===== src/rtl/al_spi_reader.sv =====
// ============================================================================
// Module   : al_spi_reader
// Purpose  : Reads one 16-bit word per EXECUTE from an SPI (mode 0) memory
//            for the auto-load sequencer. Optional checksum: AL_CHECKSUM_EN.
// Revision : 1.0 - initial release
// ============================================================================
`default_nettype none

module al_spi_reader #(
  parameter logic [5:0]  MAX_ADDR   = 6'd33,
  parameter int          CLK_DIV    = 2,
  parameter logic [15:0] BLANK_WORD = 16'hFFFF
) (
  input  logic        CLK,
  input  logic        RST,
  input  logic        EXECUTE,
  input  logic [5:0]  AL_CNT,
  input  logic        AL_ENA,
  input  logic        CLR_AL_DONE,
  output logic        BUSY,
  output logic        AL_DONE,
  output logic [15:0] DATA,
  output logic [5:0]  WADDR,
  output logic        DATA_VLD,
  output logic        CHK_ERR,
  output logic        SCK,
  output logic        CS_B,
  output logic        MOSI,
  input  logic        MISO
);

  localparam int DIV_W = (CLK_DIV > 1) ? $clog2(CLK_DIV) : 1;
  localparam logic [DIV_W-1:0] C_DIV_LAST = DIV_W'(CLK_DIV - 1);

  typedef enum logic [1:0] {
    ST_IDLE     = 2'd0,
    ST_CS_SETUP = 2'd1,
    ST_SHIFT    = 2'd2,
    ST_CS_HOLD  = 2'd3
  } state_t;

  state_t           r_state;
  logic [DIV_W-1:0] r_div_cnt;
  logic [5:0]       r_bit_cnt;
  logic [39:0]      r_frame;
  logic [15:0]      r_rx;
  logic [5:0]       r_addr;
  logic             r_busy;
  logic             r_al_done;
  logic [15:0]      r_data;
  logic [5:0]       r_waddr;
  logic             r_data_vld;
  logic             r_sck;
  logic             r_cs_b;
  logic             r_mosi;

  logic [39:0]      w_frame_init;
  logic             w_div_end;
  logic             w_complete;
  logic             w_last;
  logic             w_blank;

  // 16-bit byte address = word address * 2
  assign w_frame_init = {8'h03, 9'b0, AL_CNT, 1'b0, 16'h0000};
  assign w_div_end    = (r_div_cnt == C_DIV_LAST);
  assign w_complete   = (r_state == ST_CS_HOLD) && w_div_end;
  assign w_last       = (r_addr == MAX_ADDR);
  assign w_blank      = (r_addr == 6'd0) && (r_rx == BLANK_WORD);

  always_ff @(posedge CLK or posedge RST) begin
    if (RST) begin
      r_state    <= ST_IDLE;
      r_div_cnt  <= '0;
      r_bit_cnt  <= 6'd0;
      r_frame    <= 40'd0;
      r_rx       <= 16'h0000;
      r_addr     <= 6'd0;
      r_busy     <= 1'b0;
      r_al_done  <= 1'b0;
      r_data     <= 16'h0000;
      r_waddr    <= 6'd0;
      r_data_vld <= 1'b0;
      r_sck      <= 1'b0;
      r_cs_b     <= 1'b1;
      r_mosi     <= 1'b0;
    end else begin
      r_data_vld <= 1'b0;
      case (r_state)
        ST_IDLE: begin
          r_div_cnt <= '0;
          r_bit_cnt <= 6'd0;
          if (EXECUTE && AL_ENA && !r_busy) begin
            r_addr  <= AL_CNT;
            r_frame <= w_frame_init;
            r_mosi  <= w_frame_init[39];
            r_cs_b  <= 1'b0;
            r_busy  <= 1'b1;
            r_state <= ST_CS_SETUP;
          end
        end
        ST_CS_SETUP: begin
          if (w_div_end) begin
            r_div_cnt <= '0;
            r_state   <= ST_SHIFT;
          end else begin
            r_div_cnt <= r_div_cnt + 1'b1;
          end
        end
        ST_SHIFT: begin
          if (w_div_end) begin
            r_div_cnt <= '0;
            if (!r_sck) begin
              r_sck <= 1'b1;
              r_rx  <= {r_rx[14:0], MISO};
            end else begin
              // falling edge: present the next frame bit
              r_sck   <= 1'b0;
              r_frame <= {r_frame[38:0], 1'b0};
              if (r_bit_cnt == 6'd39) begin
                r_bit_cnt <= 6'd0;
                r_mosi    <= 1'b0;
                r_state   <= ST_CS_HOLD;
              end else begin
                r_bit_cnt <= r_bit_cnt + 6'd1;
                r_mosi    <= r_frame[38];
              end
            end
          end else begin
            r_div_cnt <= r_div_cnt + 1'b1;
          end
        end
        ST_CS_HOLD: begin
          if (w_div_end) begin
            r_div_cnt  <= '0;
            r_cs_b     <= 1'b1;
            r_busy     <= 1'b0;
            r_data_vld <= 1'b1;
            r_data     <= r_rx;
            r_waddr    <= r_addr;
            if (w_blank || w_last)
              r_al_done <= 1'b1;
            r_state    <= ST_IDLE;
          end else begin
            r_div_cnt <= r_div_cnt + 1'b1;
          end
        end
        default: r_state <= ST_IDLE;
      endcase
      // clear has priority over a coincident set
      if (CLR_AL_DONE)
        r_al_done <= 1'b0;
    end
  end

`ifdef AL_CHECKSUM_EN
  logic [15:0] r_chk_acc;
  logic        r_chk_err;

  always_ff @(posedge CLK or posedge RST) begin
    if (RST) begin
      r_chk_acc <= 16'h0000;
      r_chk_err <= 1'b0;
    end else if (CLR_AL_DONE) begin
      r_chk_acc <= 16'h0000;
      r_chk_err <= 1'b0;
    end else if (w_complete && (r_addr <= MAX_ADDR)) begin
      r_chk_acc <= r_chk_acc ^ r_rx;
      if (w_last)
        r_chk_err <= ((r_chk_acc ^ r_rx) != 16'h0000);
    end
  end

  assign CHK_ERR = r_chk_err;
`else
  assign CHK_ERR = 1'b0;
`endif

  assign BUSY     = r_busy;
  assign AL_DONE  = r_al_done;
  assign DATA     = r_data;
  assign WADDR    = r_waddr;
  assign DATA_VLD = r_data_vld;
  assign SCK      = r_sck;
  assign CS_B     = r_cs_b;
  assign MOSI     = r_mosi;

endmodule

`default_nettype wire


===== config.mk =====
export PLATFORM = sky130hd
export DESIGN_NAME = al_spi_reader
export DESIGN_NICKNAME = d
export VERILOG_FILES = /design/src/rtl/al_spi_reader.sv
export SDC_FILE = /design/constraint.sdc
export NUM_CORES = 1
export LEC_CHECK = 0
export ABC_CLOCK_PERIOD_IN_PS = 2980
export CAP_MARGIN = 20
export CORE_UTILIZATION = 50
export DETAILED_ROUTE_END_ITERATION = 10
export GPL_ROUTABILITY_DRIVEN = 0
export PLACE_DENSITY = 0.77
export REMOVE_ABC_BUFFERS = 1
export SYNTH_ARGS = -nofsm -noshare
export SYNTH_HDL_FRONTEND = slang
export SYNTH_SLANG_ARGS = --single-unit

===== constraint.sdc =====
create_clock -name CLK -period 2.98 [get_ports CLK]
set_input_delay 0.298 -clock CLK [delete_from_list [all_inputs] [get_ports CLK]]
set_output_delay 0.298 -clock CLK [all_outputs]
set_load 0.02 [all_outputs]

==> flow_metrics.env, run 1 <==
export IMPL_setup_violations=0
export IMPL_clkSinkCount=81
export IMPL_die_area_um2=7220
export IMPL_powerDensity_nw_per_um2=509
export IMPL_yosysSeqAreaShare_pct=58.9
export IMPL_clock_skew_final_ns=0.00631
export IMPL_cts_root_buffer="clkbuf_8"
export IMPL_end_kind="flip-flop"
export IMPL_die_w_um=85.0
export IMPL_leakage_nw=1.96
export IMPL_vias=2159
export IMPL_synth_top_area_cell="dfrtp_1"
export IMPL_synth_commonest_cells="dfrtp_1 (80), nand2_1 (48), mux2_2 (45), o21ai_0 (27), nor2_1 (8)"
export IMPL_cts_buffers=9
export IMPL_yosys_top_cells_area="dfrtp_1 (58%), mux2_2 (15%), nand2_1 (5.2%)"
export IMPL_dpl_cell_area_um2=3880
export IMPL_r2r_end="MOSI"
export IMPL_timing_fmax_mhz=487
export IMPL_row_count=29
export IMPL_fin_setup_tns_ns=0
export IMPL_drt_iter0_drc=87
export IMPL_finalNetCount=342
export IMPL_die_h_um=85.0
export IMPL_crit_type="reg -> reg"
export IMPL_cp_start_kind="flip-flop"
export IMPL_finalCritPeriodShare_pct=68.9
export IMPL_hold_path_class="in -> async"
export IMPL_ys_warnings_count=0
export IMPL_cts_clk_slew_worst_paths_ns=0.08
export IMPL_r2r_cells=8
export IMPL_cp_slowest_cell="dfrtp_1"
export IMPL_clk_path_buf_depth=2
export IMPL_post_route_cells_drive_above_1_share_pct=21.9
export IMPL_via_per_inst=5.32
export IMPL_maxCapViolCount=0
export IMPL_rsz0062_at_grt="no"
export IMPL_cp_required_ns=3.22
export IMPL_n_fill_cell=525
export IMPL_hold_viol_final=0
export IMPL_fin_area_um2=4120
export IMPL_path_cells="inv_1 -> ha_1 -> buf_4 -> nor2b_1 -> o22ai_2 -> buf_4 -> nor2_1 -> a22o_1"
export IMPL_dp_hpwl_um=3900
export IMPL_drtPass1Iterations=4
export IMPL_grt_antenna_before_repair=0
export IMPL_setup_worst_path_end="MOSI"
export IMPL_io_pins=41
export IMPL_grt_max_degree=59
export IMPL_path_common_cell="buf_4"
export IMPL_worstSetupStartpoint="r_state[0]"
export IMPL_outcome="complete, no violations"
export IMPL_grt_pass1_wl_um=10400
export IMPL_h_tree_depth=3
export IMPL_cts_setup_buffers=0
export IMPL_syn_inst=285
export IMPL_tritoncts="yes"
export IMPL_netlist_cell_type_count=43
export IMPL_antenna_cells=0
export IMPL_track_usage_pct=18.6
export IMPL_max_stage_delay_ns=0.40
export IMPL_worstMarginPinSlew_ns=1.00
export IMPL_grt_overflow=0
export IMPL_cts_hold_buf=0
export IMPL_fin_util_pct=63.4
export IMPL_grt_pass1_vias=2224
export IMPL_route_detailed_drc=0
export IMPL_post_route_min_period_ns=2.05
export IMPL_yosysMostFrequentCell="dfrtp_1"
export IMPL_ant_nets=0
export IMPL_slew_headroom_pct=33.1
export IMPL_yosysTopAreaCellShare_pct=58.1
export IMPL_syn_area_per_cell_um2=12.1
export IMPL_synthArstFlopShare_pct=100
export IMPL_wl_um=5810
export IMPL_clock_latency_ns=0.35
export IMPL_io_buffers=39
export IMPL_synth_seq_cells=81
export IMPL_ir_drop_mv=0.328
export IMPL_reg2reg_from="r_state[0]"
export IMPL_start_util_pct=53.0
export IMPL_rrSetupSlack_ns=0.93
export IMPL_coreArea_um2=6490
export IMPL_netlist_area_um2=3440
export IMPL_crit_fanout=46
export IMPL_synth_edf_count=0
export IMPL_synthFlopType="dfrtp_1"
export IMPL_crit_arrival_ns=2.29
export IMPL_ctsResizeCount=0
export IMPL_report_final_slew_viol_count=0
export IMPL_wl_per_cell_um=14.3
export IMPL_syn_to_final_growth_pct=19.5
[layer usage]
layer  share of wire [%]  track usage (%)  wire, µm
met2                  44             28.0      2590
met1                  50             25.6      2900
met5                   0                0         0
met3                 3.2             3.99       185
met4                 2.3             9.40       134
[layout by cell type, fill, tap and decap left out, drive strengths merged, types with 2 or more instances in the layout]
master          n
clkbuf         11
nor2b           3
nand3           5
a22o            2
o21ai          27
or2             2
nand2b          2
clkdlybuf4s50  39
dfrtp          80
bufinv          2
nand4           5
ha              6
mux2i           5
nor2            8
a21oi           4
o22ai           2
nand2          48
mux2           46
buf             3
nor3            2
inv            10
[how the worst min path moves through the flow]
| stage | from | end | slack (ns) |
|---|---|---|---|
| final | RST | DATA_VLD | 0.31 |
| after global routing | RST | r_bit_cnt[1] | 0.35 |
| after CTS | RST | DATA_VLD | 0.30 |
| after detailed placement | r_frame[24] | r_frame[24] | 0.47 |
| after global placement | r_frame[22] | r_frame[22] | 0.46 |
| after floorplan | CLR_AL_DONE | AL_DONE | 0.36 |
[logic make-up (layout without fill, tap and decap cells)]
group	after synthesis	after routing	synth area share [%]
and+or+nand+nor	82	82	11.1
DFF	81	81	58.9
muxes	51	51	16.6
AOI/OAI and AO/OA	41	41	7.49
buffers and inverters	22	66	3.34
adders and majority gates	6	6	2.18
other	1	1	0.109
xor gates and xnor gates	1	1	0.254
[area by class of cell]
type	instances	area (µm²)	area share, %
clock inverters	5	85.1	2.07
repair buffers	42	425	10.3
inverters	8	30.0	0.729
flip-flops and latches	81	2030	49.3
multi-input cells	182	1300	31.6
clock buffers	11	151	3.68
well taps	77	96.3	2.34
[registers in the layout (all words and copies together) (netlist names)]
signal / cells
r_div_cnt: 1
DATA: 16
AL_DONE: 1
DATA_VLD: 1
BUSY: 1
r_frame: 22
r_rx: 16
MOSI: 1
WADDR: 6
SCK: 1
r_addr: 6
r_bit_cnt: 6
r_state: 2
CS_B: 1
[critical path: cells and delay by family (launching register included)]
| family | cells | cell delay (ns) |
|---|---|---|
| AND/OR/NAND/NOR | 2 | 0.20 |
| adder cells (fa/ha/maj) | 1 | 0.19 |
| AO/OA/AOI/OAI | 2 | 0.29 |
| flip-flops | 1 | 0.40 |
| buffers and inverters | 3 | 0.85 |
[report_power, final]
part / internal [W] / switching, W
clock: 0.000524 / 0.000406
combinational: 0.0000227 / 0.0000273
sequential: 0.00111 / 0.00000867
total: 0.00165 / 0.000442
[through the flow]
stage | hold slack [ns] | setup WS, ns | power [W] | instances
2_1_floorplan | 0.365 | 0.335 | 0.00116 | 271
3_3_place_gp | 0.464 | 1.04 | 0.00119 | 390
3_5_place_dp | 0.471 | 0.936 | 0.00119 | 390
4_1_cts | 0.305 | 0.922 | 0.00212 | 406
5_1_grt | 0.350 | 0.742 | 0.00217 | 406
6_report | 0.307 | 0.928 | 0.00210 | 406
(Power assumes the default switching activity.)
==> inputs of run 2 (changes only) <==
ABC_CLOCK_PERIOD_IN_PS = 1650   (was 2980)
PLACE_DENSITY = 0.8   (was 0.77)
clock period = 1.65 ns   (was 2.98 ns; I/O delays follow)
==> run 2 against run 1 <==
  * Maximum frequency grew 29%
  * Critical path depth decreased by 2
  * Critical endpoint is now r_rx[3]
  * Critical path type unchanged
  * First-iteration DRC count up 4.6%
  * Highest routed layer unchanged
  * Combinational power grew 110%
  * Worst hold slack got worse by 0.26 ns
==> flow_metrics.env, run 2 (same netlist as run 1, synthesis figures left out) <==
export IMPL_n_fill_cell=480
export IMPL_clkSinkCount=81
export IMPL_row_count=29
export IMPL_preCtsSetupSlack_ns=-0.0147
export IMPL_die_area_um2=7220
export IMPL_wl_um=6210
export IMPL_largest_reg_flops=22
export IMPL_grt_pass1_wl_um=10500
export IMPL_die_w_um=85.0
export IMPL_antenna_cells=0
export IMPL_io_buffers=39
export IMPL_hold_viol_final=0
export IMPL_leakage_nw=2.04
export IMPL_report_final_slew_viol_count=0
export IMPL_timing_fmax_mhz=627
export IMPL_track_usage_pct=18.9
export IMPL_wl_per_cell_um=14.8
export IMPL_syn_to_final_growth_pct=25.4
export IMPL_ant_nets=0
export IMPL_final_cell_mix="dfrtp_1 (79), nand2_1 (47), mux2_2 (45)"
export IMPL_crit_type="reg -> reg"
export IMPL_clk_path_buf_depth=2
export IMPL_grt_overflow=0
export IMPL_finalCritPeriodShare_pct=96.6
export IMPL_outcome="complete, no violations"
export IMPL_powerDensity_nw_per_um2=843
export IMPL_drt_iter0_drc=91
export IMPL_vias=2240
export IMPL_crit_arrival_ns=1.84
export IMPL_cp_start_kind="flip-flop"
export IMPL_maxCapViolCount=0
export IMPL_fin_ws_ns=0.0562
export IMPL_crit_fanout=16
export IMPL_clock_skew_final_ns=0.0116
export IMPL_dp_hpwl_um=4210
export IMPL_cts_hold_buf=0
export IMPL_multi_input_area_um2=1360
export IMPL_drtPass1Iterations=4
export IMPL_tritoncts="yes"
export IMPL_coreArea_um2=6490
export IMPL_holdWs_ns=0.0501
export IMPL_post_route_cells_drive_above_1_share_pct=28.1
export IMPL_cts_clk_slew_worst_paths_ns=0.09
export IMPL_cts_buffers=9
export IMPL_finalNetCount=355
export IMPL_ir_drop_mv=0.517
export IMPL_route_detailed_drc=0
export IMPL_grt_pass1_vias=2258
export IMPL_hold_path_class="in -> async"
export IMPL_clock_latency_ns=0.36
export IMPL_io_pins=41
export IMPL_start_util_pct=53.0
export IMPL_final_seq_area_um2=2030
export IMPL_setup_violations=0
export IMPL_regMostFlops="r_frame"
export IMPL_grt_max_degree=28
export IMPL_finalPower_w=0.00364
export IMPL_h_tree_depth=3
export IMPL_end_kind="flip-flop"
export IMPL_cp_required_ns=1.89
export IMPL_cts_root_buffer="clkbuf_8"
export IMPL_post_route_min_period_ns=1.59
export IMPL_die_h_um=85.0
export IMPL_via_per_inst=5.35
export IMPL_grt_antenna_before_repair=0
export IMPL_layout_commonest_cell="dfrtp_1"
-- run 2: timing repair --
action                                  4_1_cts  5_1_grt
resized for setup                             4       15
endpoints found under the setup margin       31       41
pin swaps                                     0        3
buffers inserted                              0        1
-- run 2: critical path, stage by stage (launching register included) --
cell and delay [ns]:
dfrtp_1 0.39, inv_2 0.12, ha_4 0.19, nand2_1 0.08, or2_1 0.25, buf_12 0.16
mux2_2 0.28
-- run 2: worst paths after layout --
path	startpoint	endpoint	slack [ns]	depth (start not counted)
worst max-delay path	r_state[0]	r_rx[3]	0.06	6
worst min-delay path	RST	DATA[4]	0.05	2
worst max register to register	r_state[0]	r_rx[3]	0.06	6
worst min register to register	r_frame[35]	r_frame[35]	0.48	2
max in group asynchronous	RST	CS_B	1.08	3
min in group CLK	CLR_AL_DONE	AL_DONE	0.36	2
-- run 2: per-stage QoR --
stage	cell area, µm²	utilization [%]	cells	setup TNS, ns
floorplan	3360	-	271	-83.48
global placement	4030	62.1	402	0
detailed placement	4030	62.1	402	-0.0781
CTS	4250	65.4	418	-0.00612
finish	4320	66.5	419	0
global route	4320	66.5	419	-0.0113
-- run 2: layout make-up --
class	instances	share of cell area, %
Inverter	8	0.695
Sequential cell	81	47.0
Tap cell	77	2.23
Clock inverter	6	1.68
Timing Repair Buffer	55	13.7
Clock buffer	10	3.19
Multi-Input combinational cell	182	31.5
-- run 2: power breakdown --
group	leakage (nW)	total [W]	switching, W	internal, W
clock	0.103	0.00151	0.000759	0.000756
combinational	0.877	0.000106	0.0000541	0.0000520
sequential	1.06	0.00202	0.0000183	0.00200
total	2.04	0.00364	0.000831	0.00281
-- run 2: layer usage --
layer	routed length [µm]	vias up	track usage [%]
met5	0	-	0
met4	115	0	8.94
met3	226	8	4.96
met2	2930	45	29.5
met1	2940	1099	24.9
li1	-	1088	-
==> inputs of run 3 (changes only) <==
CAP_MARGIN = 10   (was 20)
CORE_UTILIZATION = 30   (was 50)
PLACE_DENSITY = 0.54   (was 0.8)
==> run 3 against run 2 <==
  * Clock power increased by 38%
  * Worst hold slack better by 0.10 ns
  * Core utilization fell by 25 points
  * Global-route usage shrank 6.8 points
  * First-iteration DRC count fell by 41%
  * Clock skew is 0.0049 ns lower
  * Worst setup slack gained 0.0062 ns
  * Combinational power about the same
==> flow_metrics.env, run 3 (same netlist as run 1, synthesis figures left out) <==
export IMPL_outcome="complete, no violations"
export IMPL_grt_antenna_before_repair=0
export IMPL_drtPass1Iterations=3
export IMPL_tritoncts="yes"
export IMPL_clk_path_buf_depth=2
export IMPL_die_w_um=109
export IMPL_clkSinkCount=81
export IMPL_syn_to_final_growth_pct=31.3
export IMPL_cp_start_kind="flip-flop"
export IMPL_finalNetCount=358
export IMPL_largest_reg_flops=22
export IMPL_crit_type="reg -> reg"
export IMPL_finalPower_w=0.00420
export IMPL_rsz0062_at_grt="yes"
export IMPL_layout_commonest_cell="dfrtp_1"
export IMPL_regMostFlops="r_frame"
export IMPL_end_kind="flip-flop"
export IMPL_cp_required_ns=1.86
export IMPL_io_buffers=39
export IMPL_grt_max_degree=47
export IMPL_io_pins=41
export IMPL_setup_violations=0
export IMPL_clock_latency_ns=0.33
export IMPL_dp_hpwl_um=4510
export IMPL_ant_nets=0
export IMPL_crit_buf_inv=0
export IMPL_die_area_um2=11900
export IMPL_coreArea_um2=11000
export IMPL_grt_pass1_wl_um=10900
export IMPL_via_per_inst=4.61
export IMPL_die_h_um=109
export IMPL_leakage_nw=2.11
export IMPL_grt_pass1_vias=2228
export IMPL_start_util_pct=31.2
export IMPL_wl_per_cell_um=13.5
export IMPL_crit_fanout=4
export IMPL_cts_buffers=9
export IMPL_cts_hold_buf=0
export IMPL_maxCapViolCount=0
export IMPL_path_cells="ha_2 -> nand2_2 -> o41ai_4 -> nand4_2 -> mux2_4"
export IMPL_reg2reg_from="r_bit_cnt[1]"
export IMPL_antenna_cells=0
export IMPL_cts_root_buffer="clkbuf_16"
export IMPL_h_tree_depth=3
export IMPL_crit_arrival_ns=1.80
export IMPL_fin_util_pct=41.0
export IMPL_track_usage_pct=12.1
export IMPL_worstSetupStartpoint="r_bit_cnt[1]"
export IMPL_powerDensity_nw_per_um2=930
export IMPL_timing_fmax_mhz=630
export IMPL_max_stage_delay_ns=0.37
export IMPL_cts_clk_slew_worst_paths_ns=0.06
export IMPL_finalCritPeriodShare_pct=96.2
export IMPL_ir_drop_mv=0.593
export IMPL_critical_path_top_delay_family="flip-flops"
export IMPL_route_detailed_drc=0
export IMPL_hold_path_class="in -> async"
export IMPL_drt_iter0_drc=54
export IMPL_hold_viol_final=0
export IMPL_post_route_min_period_ns=1.59
export IMPL_report_final_slew_viol_count=0
export IMPL_row_count=38
export IMPL_post_route_cells_drive_above_1_share_pct=28.2
export IMPL_final_cell_mix="dfrtp_1 (79), nand2_1 (46), mux2_2 (45)"
export IMPL_cp_slowest_cell="dfrtp_1"
export IMPL_vias=2229
export IMPL_fin_setup_tns_ns=0
export IMPL_grt_overflow=0
export IMPL_wl_um=6550
export IMPL_clock_skew_final_ns=0.00662
run 3: final timing paths:
| path | endpoint | slack [ns] | cells after the start |
|---|---|---|---|
| setup / recovery | r_state[1] | 0.06 | 5 |
| hold / removal | SCK | 0.15 | 2 |
| setup reg to reg | r_state[1] | 0.06 | 5 |
| hold reg to reg | r_frame[28] | 0.48 | 2 |
| max in group asynchronous | r_frame[38] | 0.99 | 3 |
| min in group CLK | AL_DONE | 0.42 | 2 |
run 3: layout make-up:
type / count / area (µm²)
Clock inverter: 5 / 81.3
Tap cell: 140 / 175
Fill cell: 1080 / 6510
Multi-Input combinational cell: 182 / 1350
Sequential cell: 81 / 2030
Inverter: 8 / 31.3
Clock buffer: 10 / 229
Timing Repair Buffer: 58 / 627
run 3: report_power, final:
group          leakage (nW)  switching, W  total [W]  internal [W]
Clock                 0.149      0.000763    0.00208       0.00132
Combinational         0.893     0.0000540   0.000104     0.0000502
Sequential             1.06     0.0000173    0.00202       0.00200
Total                  2.11      0.000835    0.00420       0.00337
run 3: layer usage:
metal / wire [µm] / share of wire (%) / up-vias / global-route usage (%)
li1: - / - / 1091 / -
met1: 3210 / 49 / 1101 / 16.3
met2: 3010 / 46 / 29 / 18.2
met3: 222 / 3.4 / 8 / 3.89
met4: 107 / 1.6 / 0 / 4.63
met5: 0 / 0 / - / 0
run 3: timing repair:
action,4_1_cts,5_1_grt
pin swaps,0,1
cloned,0,1
resized for setup,3,14
setup buffers,0,1
setup endpoints to repair,21,36
run 3: per-stage QoR:
| step | setup WS, ns | hold WS, ns | instances | instance area (µm²) |
|---|---|---|---|---|
| after floorplan | -0.995 | 0.232 | 271 | 3360 |
| final | 0.0624 | 0.154 | 484 | 4520 |
| after detailed placement | -0.0356 | 0.471 | 467 | 4130 |
| after CTS | -0.00184 | 0.162 | 482 | 4440 |
| after global placement | -0.00179 | 0.462 | 467 | 4130 |
| after global routing | -0.0208 | 0.186 | 484 | 4520 |
run 3: worst register-to-register path, cell delays in order (launching register included):
cell and delay (ns):
dfrtp_1 0.37, ha_2 0.20, nand2_2 0.06, o41ai_4 0.32
nand4_2 0.20, mux2_4 0.33
==> RTL edit 1: new RTL, settings of run 2 <==
Add a define of `AL_CHECKSUM_EN`.
--- a/src/rtl/al_spi_reader.sv
+++ b/src/rtl/al_spi_reader.sv
@@ -6,4 +6,6 @@
 // ============================================================================
 `default_nettype none
+
+`define AL_CHECKSUM_EN
 
 module al_spi_reader #(
Check against the original RTL: no difference found for any inputs over 10 cycles, from zero or initial values and one cycle with RST high; that may be too few to reach the edited logic, so the function may still have changed.
==> RTL edit 1 against run 2 <==
Largest power group unchanged; sequential cell count up 17; cell area increased by 26%; power is 13% higher; count of clock-buffer cells in the layout down 1; wire length increased by 53%; setup slack worse by 0.0016 ns; area after synthesis is 27% higher; first-iteration DRC count rose by 67%; largest cell class unchanged.
==> RTL edit 1: results (changes against run 2) <==
- Setup WS pre-CTS: -0.0485 ns (was -0.0147 ns)
* Buffers on Ports: 40 (was 39)
- The via count normalized by instance count is 5.39 (was 5.35).
- Setup Skew: 0.0143 ns (was 0.0116 ns)
- The family with the most delay on the worst path is buffers and inverters (was flip-flops).
* Met1 global-route usage: 0.296 (was 0.249)
- Launch point of the worst reg-to-reg path: r_state[1]$_DFFE_PP0P_ (was r_state[0]$_DFFE_PP0P_)
- Cell leakage power: 0.00254 µW (was 0.00204 µW)
- The peak fanout along the critical path came to 3 (was 16).
- The master of the slowest instance on the critical path is sky130_fd_sc_hd__clkdlybuf4s50_1 (was sky130_fd_sc_hd__dfrtp_1).
* Internal power summed over all cells: 3070 µW (was 2810 µW)
- Number of global-route vias before repair: 2984 (was 2258)
- Outcome: complete, no violations (unchanged)
- Cell area after placement: 5020 µm² (was 4030 µm²)
- The number of distinct standard cells referenced by the synthesized netlist came to 38 (was 43).
- Final net count: 502 (was 355)
- Fraction of the yosys area taken by sequential cells: 0.563 (was 0.589)
* Fraction of final layout cells sized beyond drive strength 1: 0.198 (was 0.281)
- Avg WL per Cell: 16.0 µm (was 14.8 µm)
* Max VDD drop: 0.663 mV (was 0.517 mV)
- Clock latency on the worst-skew pair: 0.39 ns (was 0.36 ns)
- The DRC violation total after the first TritonRoute iteration is 152 (was 91).
- Global-route met2 utilization: 0.351 (was 0.295)
- The capture point of the worst reg-to-reg path is r_frame[17]$_DFFE_PP0P_ (was r_rx[3]$_DFFE_PP0P_).
- Met3 demand-to-capacity share in global routing: 0.0407 (was 0.0496)
- Top cells by area in the synthesized netlist: sky130_fd_sc_hd__dfrtp_1 (56%), sky130_fd_sc_hd__nand2_1 (9.4%), sky130_fd_sc_hd__mux2_2 (6.2%) (was sky130_fd_sc_hd__dfrtp_1 (58%), sky130_fd_sc_hd__mux2_2 (15%), sky130_fd_sc_hd__nand2_1 (5.2%))
* Crit-path max cell delay: 0.63 ns (was 0.39 ns)
* Top cells by count, synth: sky130_fd_sc_hd__nand2_1 (109), sky130_fd_sc_hd__dfrtp_1 (97), sky130_fd_sc_hd__o21ai_0 (25) (was sky130_fd_sc_hd__dfrtp_1 (80), sky130_fd_sc_hd__nand2_1 (48), sky130_fd_sc_hd__mux2_2 (45))
- Number of cells on the worst reg-to-reg path: 9 (was 6)
RTL edit 1: final cells by class:
type                            instances  area share
Multi-Input combinational cell        296       0.340
Sequential cell                        98       0.452
Clock buffer                            9      0.0228
Tap cell                              105      0.0242
Inverter                                6     0.00506
Clock inverter                          7      0.0124
Timing Repair Buffer                   73       0.144
RTL edit 1: metrics by stage:
stage	TNS [ns]	hold WS, ns	utilization	std cells
global placement	0	0.462	0.602	566
global route	-0.0764	0.0813	0.652	594
floorplan	-151.78	0.223	-	400
CTS	0	0.0639	0.631	583
finish	0	0.0678	0.652	594
detailed placement	-0.421	0.461	0.602	566
RTL edit 1: logic make-up after synthesis:
kind of cell / Yosys count / share of synthesized area
XOR/XNOR: 33 / 0.0663
multiplexers: 30 / 0.0758
buffers and inverters: 26 / 0.0299
AND/OR/NAND/NOR: 182 / 0.182
adder cells (fa/ha/maj): 6 / 0.0172
AO/OA/AOI/OAI: 45 / 0.0655
flip-flops: 98 / 0.563
RTL edit 1: power groups by stage:
stage | combinational [µW] | clock [µW] | sequential (µW)
after CTS | 148 | 1580 | 2440
after global routing | 163 | 1670 | 2450
after floorplan | 68.7 | 0 | 2480
final | 144 | 1540 | 2440
after global placement | 144 | 0 | 2490
after detailed placement | 147 | 0 | 2490
RTL edit 1: what timing repair did:
item                                   CTS  global route
cloned                                   1             3
pin swaps                                0             5
endpoints found under the hold margin    0             0
setup endpoints to repair               48            60
hold buffers                             0             0
resized for setup                       13            24
setup buffers                            0             8
RTL edit 1: worst max path at each step:
stage,depth (start not counted),end,slack (ns),start
2_1_floorplan,1,AL_DONE$_DFFE_PP0P_,-1.08,RST
3_3_place_gp,6,r_bit_cnt[0]$_DFFE_PP0P_,0.002,r_state[0]$_DFFE_PP0P_
3_5_place_dp,5,r_bit_cnt[0]$_DFFE_PP0P_,-0.05,r_state[1]$_DFFE_PP0P_
4_1_cts,7,r_frame[36]$_DFFE_PP0P_,0.004,r_state[1]$_DFFE_PP0P_
5_1_grt,9,r_frame[36]$_DFFE_PP0P_,-0.02,r_state[1]$_DFFE_PP0P_
6_report,1,AL_DONE,0.05,AL_DONE$_DFFE_PP0P_
RTL edit 1: layer usage:
| metal | up-vias | routed length [µm] |
|---|---|---|
| met1 | 1592 | 4120 |
| met4 | 0 | 151 |
| met5 | - | 0 |
| met2 | 69 | 4790 |
| li1 | 1525 | - |
| met3 | 13 | 427 |
==> RTL edit 2: new RTL, settings of run 2 <==
Made on the original files. Compare `r_bit_cnt` against `6'd39` with >= in place of ==.
--- a/src/rtl/al_spi_reader.sv
+++ b/src/rtl/al_spi_reader.sv
@@ -117,5 +117,5 @@
               r_sck   <= 1'b0;
               r_frame <= {r_frame[38:0], 1'b0};
-              if (r_bit_cnt == 6'd39) begin
+              if (r_bit_cnt >= 6'd39) begin
                 r_bit_cnt <= 6'd0;
                 r_mosi    <= 1'b0;
Formal check against the unedited RTL: no difference found for any inputs over 10 cycles, from zero or initial values and one cycle with RST high; that may be too few to reach the edited logic, so the function may still have changed.
==> RTL edit 2 against run 2 <==
The flow now finishes with violations (setup timing); cell area grew 6.2%; area after synthesis rose by 1.3%; setup slack lost 0.10 ns; final cell count is 2.1% higher; sequential cell count unchanged; power shrank 4.6%; count of clock-buffer cells in the layout did not move; wire length grew 18%; fmax is 6.1% lower.
==> RTL edit 2: results (changes against run 2) <==
- Outcome: finished with violations (was complete, no violations).
- The checks that failed: setup timing.
* Max VDD drop: 0.538 mV (was 0.517 mV)
- Adder-cell share of the synthesized area: 0.0215 (was 0.0218)
* Synth unique cells: 47 (was 43)
* Top cells by count, synth: sky130_fd_sc_hd__dfrtp_1 (80), sky130_fd_sc_hd__nand2_1 (42), sky130_fd_sc_hd__mux2_2 (35) (was sky130_fd_sc_hd__dfrtp_1 (80), sky130_fd_sc_hd__nand2_1 (48), sky130_fd_sc_hd__mux2_2 (45))
* Final net count: 361 (was 355)
- Cell leakage power: 0.00215 µW (was 0.00204 µW)
* Fraction of the mapped netlist area in compound gates: 0.0825 (was 0.0749)
- The final setup violation count came to 19 (was 0).
* Total length of routed wires: 7.31 mm (was 6.21 mm)
* Top cells by area in the synthesized netlist: sky130_fd_sc_hd__dfrtp_1 (57%), sky130_fd_sc_hd__mux2_2 (11%), sky130_fd_sc_hd__nand2_1 (4.5%) (was sky130_fd_sc_hd__dfrtp_1 (58%), sky130_fd_sc_hd__mux2_2 (15%), sky130_fd_sc_hd__nand2_1 (5.2%))
- Post-detailed-placement half-perimeter wirelength: 4.27 mm (was 4.21 mm)
* Endpoint of the lowest-slack register-to-register path: r_frame[38]$_DFFE_PP0P_ (was r_rx[3]$_DFFE_PP0P_)
- The peak fanout along the critical path came to 11 (was 16).
- Fraction of final layout cells sized beyond drive strength 1: 0.379 (was 0.281)
* Global router's overall resource usage: 0.194 (was 0.189)
- Setup Skew: 0.00800 ns (was 0.0116 ns)
* First-pass GRT wire length: 10.8 mm (was 10.5 mm)
- Number of global-route vias before repair: 2214 (was 2258)
- Setup WS post-layout: -0.0473 ns (was 0.0562 ns)
- Area share of xor/xnor cells in the synthesized design: 0.00251 (was 0.00254)
- Gate Count Post-Synth: 281 (was 285)
- Starting DRC count in detailed routing: 100 (was 91)
- The worst reg2reg path depth came to 9 (was 6).
- The multiplexer share of the synthesized area was 0.170 (was 0.166).
- Maximum number of pins on one net before global-route repair: 45 (was 28)
## RTL edit 2: routing by layer
layer,vias to the layer above,share of wire,track usage
met5,-,0,0
met4,0,0.024,0.0682
met3,18,0.048,0.0635
met2,62,0.49,0.300
met1,1186,0.44,0.257
li1,1093,-,-
## RTL edit 2: per-stage QoR
| step | instance area, µm² | setup TNS [ns] | power [µW] | hold WS (ns) |
|---|---|---|---|---|
| 6_report | 4580 | -0.359 | 3470 | 0.0814 |
| 5_1_grt | 4580 | -1.93 | 3600 | 0.0930 |
| 2_1_floorplan | 3390 | -75.83 | 2070 | 0.232 |
| 3_5_place_dp | 4060 | -0.751 | 2130 | 0.470 |
| 4_1_cts | 4260 | 0 | 3500 | 0.0816 |
| 3_3_place_gp | 4060 | -0.0176 | 2130 | 0.463 |
## RTL edit 2: what timing repair did
action | CTS | global route
pin swaps | 1 | 13
resized for setup | 9 | 58
endpoints found under the setup margin | 33 | 50
gates cloned | 0 | 7
setup buffers | 0 | 3
## RTL edit 2: cell type report
class	count	area, µm²
Multi-Input combinational cell	179	1480
Sequential cell	81	2030
Clock buffer	10	138
Tap cell	80	100
Fill cell	480	2170
Inverter	7	27.5
Timing Repair Buffer	65	756
Clock inverter	6	50.0
## RTL edit 2: worst max path at each step
stage | endpoint | slack (ns)
4_1_cts | r_rx[4]$_DFFE_PP0P_ | 0.005
6_report | r_frame[38]$_DFFE_PP0P_ | -0.05
2_1_floorplan | MOSI$_DFFE_PP0P_ | -0.72
5_1_grt | r_frame[26]$_DFFE_PP0P_ | -0.1
3_3_place_gp | r_state[1]$_DFFE_PP0P_ | -0.02
3_5_place_dp | r_bit_cnt[3]$_DFFE_PP0P_ | -0.10
## RTL edit 2: power breakdown
part           switching [µW]  internal (µW)
Combinational            58.9           41.4
Sequential               2.22           1990
Clock                     780            603
Total                     841           2630
